**src/rtl/instr_encoder_loader.sv**
```systemverilog
// Packs decoded RV32I descriptors (R/I/B/J/U) into instruction words and streams them
// sequentially into instruction memory through a held-until-accepted write port.
module instr_encoder_loader #(
    parameter int unsigned ADDR_W = 10,
    parameter int unsigned DEPTH  = 1024
) (
    input  logic              clk,
    input  logic              rst,
    input  logic              start,
    input  logic [ADDR_W-1:0] base_addr,
    input  logic              in_valid,
    output logic              in_ready,
    input  logic [2:0]        in_type,
    input  logic [2:0]        in_funct3,
    input  logic              in_alt,
    input  logic [4:0]        in_rd,
    input  logic [4:0]        in_rs1,
    input  logic [4:0]        in_rs2,
    input  logic [31:0]       in_imm,
    input  logic              in_last,
    output logic              mem_we,
    output logic [ADDR_W-1:0] mem_addr,
    output logic [31:0]       mem_wdata,
    input  logic              mem_ready,
    output logic              done,
    output logic              err,
    output logic [ADDR_W-1:0] err_addr,
    output logic [ADDR_W:0]   count
);

    localparam logic [2:0] TypeR = 3'd0;
    localparam logic [2:0] TypeI = 3'd1;
    localparam logic [2:0] TypeB = 3'd2;
    localparam logic [2:0] TypeJ = 3'd3;
    localparam logic [2:0] TypeU = 3'd4;

    localparam logic [6:0] OpR = 7'b0110011;
    localparam logic [6:0] OpI = 7'b0010011;
    localparam logic [6:0] OpB = 7'b1100011;
    localparam logic [6:0] OpJ = 7'b1101111;
    localparam logic [6:0] OpU = 7'b0110111;

    localparam logic [ADDR_W:0] DepthC = (ADDR_W+1)'(DEPTH);

    typedef enum logic [1:0] {
        StIdle,
        StLoad,
        StDone
    } state_e;

    state_e              state_q, state_d;
    logic                mem_we_q, mem_we_d;
    logic [ADDR_W-1:0]   mem_addr_q, mem_addr_d;
    logic [31:0]         mem_wdata_q, mem_wdata_d;
    logic                err_q, err_d;
    logic [ADDR_W-1:0]   err_addr_q, err_addr_d;
    logic [ADDR_W:0]     count_q, count_d;
    logic                last_seen_q, last_seen_d;
    logic                pend_last_q, pend_last_d;

    // Encoder
    logic        shift_op;
    logic        r_alt;
    logic        i_alt;
    logic        fits_12;
    logic        fits_13;
    logic        fits_21;
    logic        shamt_ok;
    logic        b_f3_ok;
    logic [31:0] enc_word;
    logic        enc_ok;

    // Sign-extension checks: every bit above the field's sign bit must equal it.
    assign fits_12  = (&in_imm[31:11]) | ~(|in_imm[31:11]);
    assign fits_13  = (&in_imm[31:12]) | ~(|in_imm[31:12]);
    assign fits_21  = (&in_imm[31:20]) | ~(|in_imm[31:20]);
    assign shamt_ok = ~(|in_imm[31:5]);
    assign shift_op = (in_funct3 == 3'b001) || (in_funct3 == 3'b101);
    assign r_alt    = in_alt & ((in_funct3 == 3'b000) || (in_funct3 == 3'b101));
    assign i_alt    = in_alt & in_funct3[2];
    assign b_f3_ok  = (in_funct3 != 3'b010) && (in_funct3 != 3'b011);

    always_comb begin
        enc_word = '0;
        enc_ok   = 1'b0;
        case (in_type)
            TypeR: begin
                enc_word = {1'b0, r_alt, 5'b0, in_rs2, in_rs1, in_funct3, in_rd, OpR};
                enc_ok   = 1'b1;
            end
            TypeI: begin
                if (shift_op) begin
                    enc_word = {1'b0, i_alt, 5'b0, in_imm[4:0], in_rs1, in_funct3, in_rd, OpI};
                    enc_ok   = shamt_ok;
                end else begin
                    enc_word = {in_imm[11:0], in_rs1, in_funct3, in_rd, OpI};
                    enc_ok   = fits_12;
                end
            end
            TypeB: begin
                enc_word = {in_imm[12], in_imm[10:5], in_rs2, in_rs1, in_funct3,
                            in_imm[4:1], in_imm[11], OpB};
                enc_ok   = ~in_imm[0] & fits_13 & b_f3_ok;
            end
            TypeJ: begin
                enc_word = {in_imm[20], in_imm[10:1], in_imm[11], in_imm[19:12], in_rd, OpJ};
                enc_ok   = ~in_imm[0] & fits_21;
            end
            TypeU: begin
                enc_word = {in_imm[31:12], in_rd, OpU};
                enc_ok   = ~(|in_imm[11:0]);
            end
            default: begin
                enc_word = '0;
                enc_ok   = 1'b0;
            end
        endcase
    end

    // Handshake and write-port bookkeeping
    logic              drain;
    logic              full;
    logic              accept;
    logic [ADDR_W-1:0] addr_after;

    assign drain      = mem_we_q & mem_ready;
    assign addr_after = drain ? (mem_addr_q + ADDR_W'(1)) : mem_addr_q;
    // Count the outstanding write too, so a slot is never promised beyond DEPTH.
    assign full       = (count_q + {{ADDR_W{1'b0}}, mem_we_q}) >= DepthC;
    assign in_ready   = (state_q == StLoad) & ~full & ~last_seen_q & (~mem_we_q | mem_ready);
    assign accept     = in_valid & in_ready;

    always_comb begin
        state_d     = state_q;
        mem_we_d    = mem_we_q;
        mem_addr_d  = mem_addr_q;
        mem_wdata_d = mem_wdata_q;
        err_d       = err_q;
        err_addr_d  = err_addr_q;
        count_d     = count_q;
        last_seen_d = last_seen_q;
        pend_last_d = pend_last_q;

        if (start) begin
            state_d     = StLoad;
            mem_we_d    = 1'b0;
            mem_addr_d  = base_addr;
            err_d       = 1'b0;
            err_addr_d  = '0;
            count_d     = '0;
            last_seen_d = 1'b0;
            pend_last_d = 1'b0;
        end else if (state_q == StLoad) begin
            if (drain) begin
                mem_we_d   = 1'b0;
                mem_addr_d = addr_after;
                count_d    = count_q + (ADDR_W+1)'(1);
                if (pend_last_q || ((count_q + (ADDR_W+1)'(1)) == DepthC)) begin
                    state_d = StDone;
                end
            end
            if (accept) begin
                last_seen_d = in_last;
                if (enc_ok) begin
                    mem_we_d    = 1'b1;
                    mem_addr_d  = addr_after;
                    mem_wdata_d = enc_word;
                    pend_last_d = in_last;
                end else begin
                    err_d = 1'b1;
                    if (!err_q) begin
                        err_addr_d = addr_after;
                    end
                    if (in_last) begin
                        state_d = StDone;
                    end
                end
            end
        end
    end

    always_ff @(posedge clk) begin
        if (rst) begin
            state_q     <= StIdle;
            mem_we_q    <= 1'b0;
            mem_addr_q  <= '0;
            mem_wdata_q <= '0;
            err_q       <= 1'b0;
            err_addr_q  <= '0;
            count_q     <= '0;
            last_seen_q <= 1'b0;
            pend_last_q <= 1'b0;
        end else begin
            state_q     <= state_d;
            mem_we_q    <= mem_we_d;
            mem_addr_q  <= mem_addr_d;
            mem_wdata_q <= mem_wdata_d;
            err_q       <= err_d;
            err_addr_q  <= err_addr_d;
            count_q     <= count_d;
            last_seen_q <= last_seen_d;
            pend_last_q <= pend_last_d;
        end
    end

    assign mem_we    = mem_we_q;
    assign mem_addr  = mem_addr_q;
    assign mem_wdata = mem_wdata_q;
    assign done      = (state_q == StDone);
    assign err       = err_q;
    assign err_addr  = err_addr_q;
    assign count     = count_q;

endmodule

```
**config.mk**
```make
export PLATFORM = sky130hd
export DESIGN_NAME = instr_encoder_loader
export DESIGN_NICKNAME = d
export VERILOG_FILES = /design/src/rtl/instr_encoder_loader.sv
export SDC_FILE = /design/constraint.sdc
export NUM_CORES = 1
export LEC_CHECK = 0
export ABC_CLOCK_PERIOD_IN_PS = 3710
export CORE_UTILIZATION = 50
export CTS_CLUSTER_DIAMETER = 200
export CTS_CLUSTER_SIZE = 12
export DETAILED_ROUTE_END_ITERATION = 10
export PLACE_DENSITY = 0.87
export RECOVER_POWER = 25
export SKIP_LAST_GASP = 1
export SYNTH_ARGS = -nofsm -noshare
export SYNTH_HDL_FRONTEND = slang
export SYNTH_SLANG_ARGS = --single-unit
```
**constraint.sdc**
```tcl
create_clock -name clk -period 3.71 [get_ports clk]
set_input_delay 0.742 -clock clk [delete_from_list [all_inputs] [get_ports clk]]
set_output_delay 0.742 -clock clk [all_outputs]
set_load 0.005 [all_outputs]
```
# [Word level (Yosys, flattened, before mapping)]
# Index checks and enable logic that the tools add are counted.
[totals] ff_bits=69 in_bits=70 out_inout_bits=67 elab_cells=93
[classes] n_addsub=3 order_cmp=1 n_eq_ne=11 muxes=20 bitwise_logic=26 reduce_logical=22
[ops] cell="$pmux W32 S5" count=1
[ops] cell="$mux W10" count=6
[ops] cell="$mux W32" count=1
[ops] cell="$reduce_or A27 Y1" count=1
[ops] cell="$reduce_or A12 Y1" count=2
[ops] cell="$reduce_and A21 Y1" count=1
[ops] cell="$reduce_or A21 Y1" count=1
[ops] cell="$reduce_and A20 Y1" count=1
[ops] cell="$reduce_or A20 Y1" count=1
[ops] cell="$not A1 Y1" count=12
[ops] cell="$reduce_and A12 Y1" count=1
[ops] cell="$add A11 B1 Y11" count=1
[ops] cell="$add A11 B1 Y11 const B" count=1
[ops] cell="$eq A11 B11 Y1 const B" count=1
[ops] cell="$ge A11 B11 Y1 const B" count=1
[ops] cell="$add A10 B1 Y10 const B" count=1
[ops] cell="$and A1 B1 Y1" count=10
[ops] cell="$mux W2" count=5
[ops] cell="$reduce_and A4 Y1" count=2
[ops] cell="$eq A3 B1 Y1 const B" count=2
[ops] cell="$eq A3 B2 Y1 const B" count=2
[ops] cell="$eq A3 B3 Y1 const B" count=2
[ops] cell="$logic_not A3 Y1" count=2
[ops] cell="$mux W1" count=6
[ops] cell="other kinds (11)" count=19

# [Depth between registers and ports, before layout]
# Gate-level depths: netlist (run 1).
[depth] word_depth=10 depth_mapped=9 mapped_depth_nobuf=8

# [Least setup slack after synthesis (run 1)]
# OpenSTA, ideal clock, no wires.
[synth_timing] path_type="input port to flip-flop" start="input in_imm[9]" end="register mem_wdata_q[30] (netlist: mem_wdata[30])" setup_time_ps=116 arrival_time_ps=2643 required_time_ps=3594 path_slack_ps=951 cell_stages=7 n_path_buf=1 cell_sequence="or4_4 -> o2bb2ai_1 -> or4b_1 -> and3_4 -> a21o_1 -> buf_6 -> a31o_2"
[synth_between] elab_chain_len=5 elab_cells_between_ends=7 classes_between="mux: 2; bitwise: 2; reduce/logical: 3"
[synth_lines] element="from (decl)" line_no="19" rtl="input logic [31:0] in_imm,"
[synth_lines] element="$reduce_or A27 Y1" line_no="77" rtl="assign shamt_ok = ~(|in_imm[31:5]);"
[synth_lines] element="$not A1 Y1" line_no="77"
[synth_lines] element="$mux W1" line_no="92" rtl="if (shift_op) begin"
[synth_lines] element="$pmux W1 S5 *" line_no="86" rtl="case (in_type)"
[synth_lines] element="$reduce_and A4 Y1 (no source line) *"
[synth_lines] element="to (signal assigned)" line_no="197" rtl="mem_wdata_q <= mem_wdata_d;"
[synth_lines] element="to (decl)" line_no="54" rtl="logic [31:0] mem_wdata_q, mem_wdata_d;"
# Every way passes the cells marked *; elsewhere a longest branch is shown, timed or not.
# A chain may end at the register's enable or synchronous reset.

# [Worst setup path after layout (run 1)]
[layout_timing] start="input in_imm[9]" end="register mem_wdata_q[27] (netlist: mem_wdata[27])"
# Same word-level chain as after synthesis.

==> results of run 1 <==
==> worst min-delay path, cell delays in order, from the launching register on <==
cell and delay, ns:
dfxtp_1 0.31, inv_1 0.04, a211oi_1 0.05
==> flip-flops by register name, summed over array words and instances (netlist names) <==
signal and cells:
err 1, err_addr 10, last_seen_q 1, mem_wdata 31, mem_we 1, pend_last_q 1, mem_addr 10, count 11
state_q 2
==> stage by stage <==
step | utilization, % | cell area, µm² | hold WS, ns | setup WS (ns)
2_1_floorplan | - | 4030 | 0.438 | 0.951
3_3_place_gp | 70.4 | 5470 | 0.444 | 0.143
3_5_place_dp | 70.4 | 5470 | 0.448 | 0.119
4_1_cts | 74.1 | 5750 | 0.463 | 0.452
5_1_grt | 74.1 | 5750 | 0.478 | 0.272
6_report | 74.1 | 5750 | 0.454 | 0.421
==> routing by layer <==
layer | routed length [µm] | up-vias | GRT usage, % | share of wire [%]
met5 | 0 | - | 0 | 0
met4 | 376 | 0 | 13.2 | 3.0
met3 | 1200 | 32 | 5.56 | 9.6
met2 | 5850 | 240 | 49.7 | 46
met1 | 5160 | 2060 | 35.7 | 41
li1 | - | 2109 | - | -
==> synth_stat cells (12+ instances only) <==
cell type | count | area, µm²
a21oi_1 | 21 | 105
dfxtp_1 | 68 | 1360
a31oi_1 | 12 | 75.1
inv_1 | 19 | 71.3
a211oi_1 | 48 | 360
nand2_1 | 45 | 169
xor2_1 | 14 | 123
o21ai_0 | 16 | 80.1
nand4_1 | 15 | 93.8
clkbuf_1 | 29 | 109
mux2i_1 | 18 | 180
xnor2_1 | 13 | 114
nor2_1 | 38 | 143
nor2b_1 | 13 | 81.3
==> worst paths after layout <==
kind,to,cells after the start,from
setup / recovery,mem_wdata[27],7,in_imm[9]
hold / removal,mem_wdata[8],2,mem_wdata[8]
setup reg to reg,mem_wdata[20],6,count[2]
hold reg to reg,mem_wdata[8],2,mem_wdata[8]
==> layout make-up <==
| cell class | instances | area share (%) |
|---|---|---|
| Tap cell | 102 | 2.22 |
| Sequential cell | 68 | 23.7 |
| Clock buffer | 9 | 2.15 |
| Clock inverter | 7 | 2.83 |
| Inverter | 20 | 1.30 |
| Multi-Input combinational cell | 373 | 42.1 |
| Timing Repair Buffer | 152 | 25.8 |
==> kinds of logic (layout without fill, tap and decap cells) <==
kind of cell	count (synthesis)	after routing	synth area share [%]
xor gates and xnor gates	27	27	5.86
and+or+nand+nor	171	171	21.6
adders and majority gates	4	4	1.24
DFF	68	68	33.8
AOI/OAI and AO/OA	151	151	26.3
muxes	20	20	5.03
buffers and inverters	57	188	6.21
==> cells in the final DEF, fill, tap and decap left out, drive strengths merged, types with 8 or more instances in the layout <==
| cell type | synthesis | routed |
|---|---|---|
| dfxtp | 68 | 68 |
| o21ai | 16 | 16 |
| mux2i | 18 | 18 |
| and3 | 9 | 9 |
| nor2 | 38 | 38 |
| a22oi | 8 | 8 |
| a21oi | 22 | 22 |
| nand4 | 15 | 15 |
| nor2b | 13 | 13 |
| a211oi | 48 | 48 |
| xnor2 | 13 | 13 |
| clkdlybuf4s50 | 0 | 103 |
| nand2 | 45 | 45 |
| a31oi | 12 | 12 |
| xor2 | 14 | 14 |
| dlygate4sd3 | 0 | 33 |
| clkbuf | 29 | 9 |
| nand3 | 11 | 11 |
| inv | 19 | 19 |
| buf | 8 | 16 |
==> power by group through the flow <==
stage	Sequential (µW)	Clock [µW]	Combinational [µW]
after floorplan	776	0	136
after global placement	777	0	286
after detailed placement	778	0	289
after CTS	761	877	293
after global routing	763	908	315
final	762	869	293
==> impl_metrics.toml, run 1 <==
[run_status]
status = "finished clean"

[logic_synthesis]
synth_cell_types = 56
seq_area_frac_synth_pct = 33.8
async_reset_ff_share_pct = 0
synth_cells = 498
synth_edf_count = 0
synth-seq-cells = 68
syn-num-nets = 572
syn_area_um2 = 4030
syn_area_per_cell_um2 = 8.10
yosysWarnings = 0
synthFlopType = "dfxtp_1"

[routing]
vias_per_cell = 6.08
wl_per_cell_um = 17.2
firstDrtPassIters = 5
drtIter0Drc = 255
drt_wl_total_um = 12600
route.detailed.drc = 0
ant_nets = 0
vias = 4441

[global_routing]
grt-ovfl-total = 0
gr-usage-all-layers_pct = 29.2
antenna_found_initial = 0
grt_max_degree = 31
grt_pass1_vias = 4143
grt_pass1_wl_um = 19800

[worst_setup_path]
endpoint_kind = "register"
arrival_ns = 3.53
cp_max_fo = 26
crit_chain = "clkdlybuf4s50_1 > or4_4 > o2bb2ai_1 > or4b_1 > and3_4 > a21o_1 > a31o_2"
reg2reg_slack_ns = 0.93
required_ns = 3.95
path_class = "in2reg"
crit_slowest_cell = "or4_4"
crit_buf_inv = 1
cp-start-kind = "primary input"
critPathTopFamily = "simple AND/OR/NAND/NOR gates"
max_stage_delay_ns = 0.55

[clocking]
h-tree-depth = 3
root_buffer = "clkbuf_8"
cts_tree = "done"
cts.repair.resized = 0
holdBufCountCts = 0
path_clk_slew_ns = 0.07
cts_buffers = 9
postCtsSetupBuffers = 0
cts_buffer_depth = 2
clk_latency_ns = 0.35
clock_sinks = 68

[timing]
finalSetupTns_ns = 0
maxSlewViolCount = 0
setup_violations = 0
max_slew.worst_pin.slew_ns = 0.827
finalClockSkew_ns = 0.00453
hold_violations = 0
max_freq_mhz = 304
fin_crit_ns = 3.29
rsz0062_at_grt = "no"
fin_crit_sh_pct = 88.7
max_slew_margin_pct = 44.8

[final_layout]
drive_above_1_share_pct = 7.31
antenna_cells = 0
instances_no_fill = 731
fin_nets = 698
seq_area_um2 = 1360
nFillCells = 581
multi_input_area_um2 = 2420
area_delta_synth_final_pct = 42.7

[die]
io_pins = 137
core_um2 = 7770
die_w_um = 91.8
rows = 32
fp.dieArea_um2 = 8430
die_y_um = 91.8
initial_core_util_pct = 51.9

[placement]
port_buffers = 136
gp_congestion = 0.975
dp_cells = 715
hpwl_um = 9220

[pwr]
p_int_uw = 1480
seq_power_share_pct = 39.6
swShare_pct = 23.1
leakagePower_uw = 0.00207
ir_drop_mv = 0.227
p_per_area_nw_per_um2 = 334
clkPwrFrac_pct = 45.2
finalPower_uw = 1920
combinationalPowerShare_pct = 15.2
p_sw_uw = 444

[job]
maxCapViolCount = 0

[min_path]
hold_class = "reg2reg"
(Power assumes the default switching activity.)
==> inputs of run 2 (changes only) <==
--- a/config.mk
+++ b/config.mk
@@ -10,6 +10,7 @@
 export CTS_CLUSTER_DIAMETER = 200
 export CTS_CLUSTER_SIZE = 12
 export DETAILED_ROUTE_END_ITERATION = 10
+export MAX_ROUTING_LAYER = met4
 export PLACE_DENSITY = 0.87
 export RECOVER_POWER = 25
 export SKIP_LAST_GASP = 1
==> run 2 against run 1 <==
Design area down 1.9%. Clock power down 38%. Clock-buffer cell count up 4. Critical endpoint is now in_ready. Maximum frequency down 0.50%. Combinational power about the same. Global-route usage up 0.84 points. Flip-flop and latch count unchanged. Worst setup slack worse by 0.016 ns. Utilization down 1.4 points. Total power down 17%. Wire length down 0.48%.
==> impl_metrics.toml, run 2 (same netlist as run 1, synthesis figures left out) <==
[final_layout]
nFillCells = 605
seq_area_um2 = 1360
area_delta_synth_final_pct = 39.9
fin_nets = 699
layout_common_cells = "clkdlybuf4s50_1 (103), dfxtp_1 (68), a211oi_1 (48), nand2_1 (45), nor2_1 (38)"
drive_above_1_share_pct = 7.00
fin_area_um2 = 5640
antenna_cells = 0
final_common_cell = "clkdlybuf4s50_1"
final_core_util_pct = 72.6
multi_input_area_um2 = 2420
largest_reg_flops = 31

[routing]
vias_per_cell = 5.97
route.detailed.drc = 0
drtIter0Drc = 267
drt_wl_total_um = 12500
ant_nets = 0
wl_per_cell_um = 17.1
vias = 4367
firstDrtPassIters = 5

[placement]
gp_congestion = 1.02
placed_area_um2 = 5470
port_buffers = 136
hpwl_um = 9280

[pwr]
swShare_pct = 26.6
p_per_area_nw_per_um2 = 283
combinationalPowerShare_pct = 18.5
p_int_uw = 1170
seq_power_share_pct = 47.7
leakagePower_uw = 0.00202
finalPower_uw = 1600
clkPwrFrac_pct = 33.8
p_sw_uw = 424
ir_drop_mv = 0.222

[timing]
max_slew_margin_pct = 47.3
max_freq_mhz = 303
finalClockSkew_ns = 0.00656
rsz0062_at_grt = "no"
max_slew.worst_pin.slew_ns = 0.790
hold_violations = 0
setup_violations = 0
finalSetupTns_ns = 0
fin_crit_sh_pct = 89.1
maxSlewViolCount = 0
fin_crit_ns = 3.31

[worst_setup_path]
required_ns = 2.97
endpoint_kind = "primary output"
path_class = "in2out"
arrival_ns = 2.56
ff2ff_path_depth = 6
max_stage_delay_ns = 0.65
crit_chain = "dlygate4sd3_1 > nor2b_1 > nor3_1 > and3_1 > clkdlybuf4s50_1"
cp-start-kind = "primary input"
cp_max_fo = 5
crit_slowest_cell = "dlygate4sd3_1"

[die]
io_pins = 137
rows = 32
die_w_um = 91.8
fp.dieArea_um2 = 8430
core_um2 = 7770
initial_core_util_pct = 51.9
die_y_um = 91.8

[clocking]
cts_buffers = 9
path_clk_slew_ns = 0.07
clk_latency_ns = 0.35
h-tree-depth = 3
postCtsSetupBuffers = 0
cts.repair.resized = 0
clock_sinks = 68
holdBufCountCts = 0
cts_tree = "done"
root_buffer = "clkbuf_8"
cts_buffer_depth = 2

[run_status]
status = "finished clean"

[global_routing]
grt-ovfl-total = 0
grt_max_degree = 31
gr-usage-all-layers_pct = 30.0
grt_pass1_wl_um = 19800
grt_pass1_vias = 4140
antenna_found_initial = 0

[job]
maxCapViolCount = 0

[min_path]
hold_class = "reg2reg"
whs_path_depth = 2
-- run 2: area by class of cell --
class | count | area share, %
clock inverter | 2 | 0.177
timing repair buffer | 153 | 26.4
clock buffer | 13 | 2.82
inverter | 20 | 1.33
tap | 102 | 2.26
multi-input combinational | 373 | 42.9
sequential | 68 | 24.1
-- run 2: final timing paths --
check                      from       endpoint  slack, ns
hold / removal    mem_wdata[23]  mem_wdata[23]       0.45
setup reg to reg       count[2]  mem_wdata[10]       0.92
setup / recovery      mem_ready       in_ready       0.40
hold reg to reg   mem_wdata[23]  mem_wdata[23]       0.45
-- run 2: stage by stage --
step	cells	worst slack, ns	hold WS (ns)
floorplan	498	0.951	0.438
global placement	716	0.164	0.444
detailed placement	716	0.146	0.451
CTS	731	0.474	0.461
global route	731	0.311	0.477
finish	731	0.405	0.454
-- run 2: routing by layer --
layer | up-vias | global-route usage (%) | routed length (µm)
li1 | 2102 | - | -
met1 | 2008 | 34.9 | 5170
met2 | 228 | 49.8 | 5870
met3 | 29 | 7.30 | 1190
met4 | 0 | 12.5 | 301
met5 | - | - | 0
-- run 2: critical path, delay by kind of cell --
kind                   cells  cell delay, ns
buffers and inverters      2            1.17
AND/OR/NAND/NOR            3            0.65
-- run 2: power by group through the flow --
| stage | clock network (µW) | registers, µW | logic [µW] |
|---|---|---|---|
| detailed placement | 0 | 778 | 292 |
| CTS | 547 | 761 | 295 |
| global route | 578 | 763 | 318 |
| floorplan | 0 | 776 | 136 |
| global placement | 0 | 777 | 287 |
| finish | 540 | 762 | 296 |
==> RTL change (settings of run 2) <==
The 3 states of `state_e` get a one-hot encoding in 3 bits.
--- a/src/rtl/instr_encoder_loader.sv
+++ b/src/rtl/instr_encoder_loader.sv
@@ -43,8 +43,8 @@
     localparam logic [ADDR_W:0] DepthC = (ADDR_W+1)'(DEPTH);
 
-    typedef enum logic [1:0] {
-        StIdle,
-        StLoad,
-        StDone
+    typedef enum logic [2:0] {
+        StIdle = 3'b001,
+        StLoad = 3'b010,
+        StDone = 3'b100
     } state_e;
 
Formal check against the unedited RTL: no difference found for any inputs over 4 cycles, from zero or initial values and one cycle with rst high; so few cycles prove little.
==> RTL change against run 2 <==
- power is 3.7% higher
- clock skew grew 0.0029 ns
- count of clock-buffer cells in the layout is 4 lower
- setup slack improved by 0.21 ns
- global-route usage up 0.67 points
- area after synthesis is 3.5% higher
- cell area is 1.3% higher
- highest routed layer unchanged
- sequential cell count up 1
- largest cell class unchanged
- clock power increased by 14%
- non-clock buffer count shrank 7
- wire length rose by 0.95%
==> RTL change: results (changes against run 2) <==
- Status: finished, final reports clean
- Synth area leaders: dfxtp_1 (33%), a21oi_1 (7.0%), a211oi_2 (5.4%)
- Static leakage: 2.04 nW (+1.1%)
- Synth top cells by count: dfxtp_1 (69), a21oi_1 (58), nor2_1 (40), nand2_1 (36), nor3_1 (36)
- Seq pwr: 767 uW (+0.7%)
- Compound-Gate Fraction of Synth Area: 27.8% (+1.5 points)
- Unique masters post-synth: 62 (+11%)
- Vias in the first global route: 4218 (+1.9%)
- RR Startpoint: state_q[1]
- Synthesized Nets: 584 (+2.1%)
- Crit path DAT: 3.32 ns (+0.76 ns)
- Worst Path Max Fanout: 29 (+24)
- Post-synthesis xor/xnor area fraction: 5.88% (+0.013 points)
- Share of cells above drive strength 1: 11.6% (+4.6 points)
- Clock skew after layout: 0.00943 ns (+0.00287 ns)
- Clock power share: 37.2% (+3.4 points)
- Final #Nets: 701 (+0.29%)
- Vias: 4457 (+2.1%)
- Slew HR: 36.3% (-11 points)
- Crit path max-delay cell type: clkbuf_1
- Post-synthesis sequential area ratio: 33.1% (-0.65 points)
- Min-delay src: err_addr[9]
- GRT Total Usage: 30.7% (+0.67 points)
- 1st-iter DRT viols: 326 (+22%)
- Detailed Place HPWL: 9320 um (+0.35%)
- Reg2reg end: mem_wdata[23]
- Int Pwr: 1.20 mW (+2.3%)
- First-pass GRT wire length: 20600 um (+4.4%)
- Largest net degree at the start of global routing: 46 (+48%)
==> RTL change: cell types whose count changed after synthesis, moves of 13 or more <==
cell / delta
a21oi_1: +37
nor3_1: +30
a211oi_1: -41
a21oi_2: +17
inv_1: -13
a211oi_2: +18
==> RTL change: layer usage <==
layer | vias to the layer above | part of all wire, % | GRT usage (%)
met5 | - | 0 | -
met4 | 0 | 3.4 | 13.2
met3 | 43 | 6.8 | 5.93
met2 | 203 | 50 | 50.4
met1 | 2088 | 40 | 36.7
li1 | 2123 | - | -
==> RTL change: cells by family (layout without fill, tap and decap cells) <==
| family | Yosys count | count (layout) |
|---|---|---|
| adders and majority gates | 5 | 5 |
| AOI/OAI and AO/OA | 159 | 159 |
| xor gates and xnor gates | 28 | 28 |
| muxes | 8 | 8 |
| and+or+nand+nor | 192 | 192 |
| DFF | 69 | 69 |
| buffers and inverters | 48 | 170 |
==> RTL change: worst max path at each step <==
stage	to	slack, ns	cells past startpoint	from
floorplan	mem_wdata[24]	1.15	8	in_type[1]
detailed placement	mem_wdata[24]	0.50	7	in_type[2]
CTS	in_ready	0.72	5	mem_ready
global placement	mem_wdata[24]	0.57	7	in_imm[11]
global route	mem_wdata[15]	0.37	6	start
finish	mem_wdata[15]	0.62	6	start
==> RTL change: through the flow <==
step | setup WS, ns | instances | area (um^2)
2_1_floorplan | 1.15 | 509 | 4170
3_3_place_gp | 0.567 | 717 | 5530
3_5_place_dp | 0.500 | 717 | 5530
4_1_cts | 0.719 | 733 | 5720
5_1_grt | 0.368 | 733 | 5720
6_report | 0.617 | 733 | 5720
==> RTL change: cell type report <==
class	instances	area, um^2
multi-input cells	392	2560
repair buffers	146	1420
well taps	102	128
clock inverters	7	73.8
inverters	8	30.0
flip-flops and latches	69	1380
clock buffers	9	124
fillers	599	2170
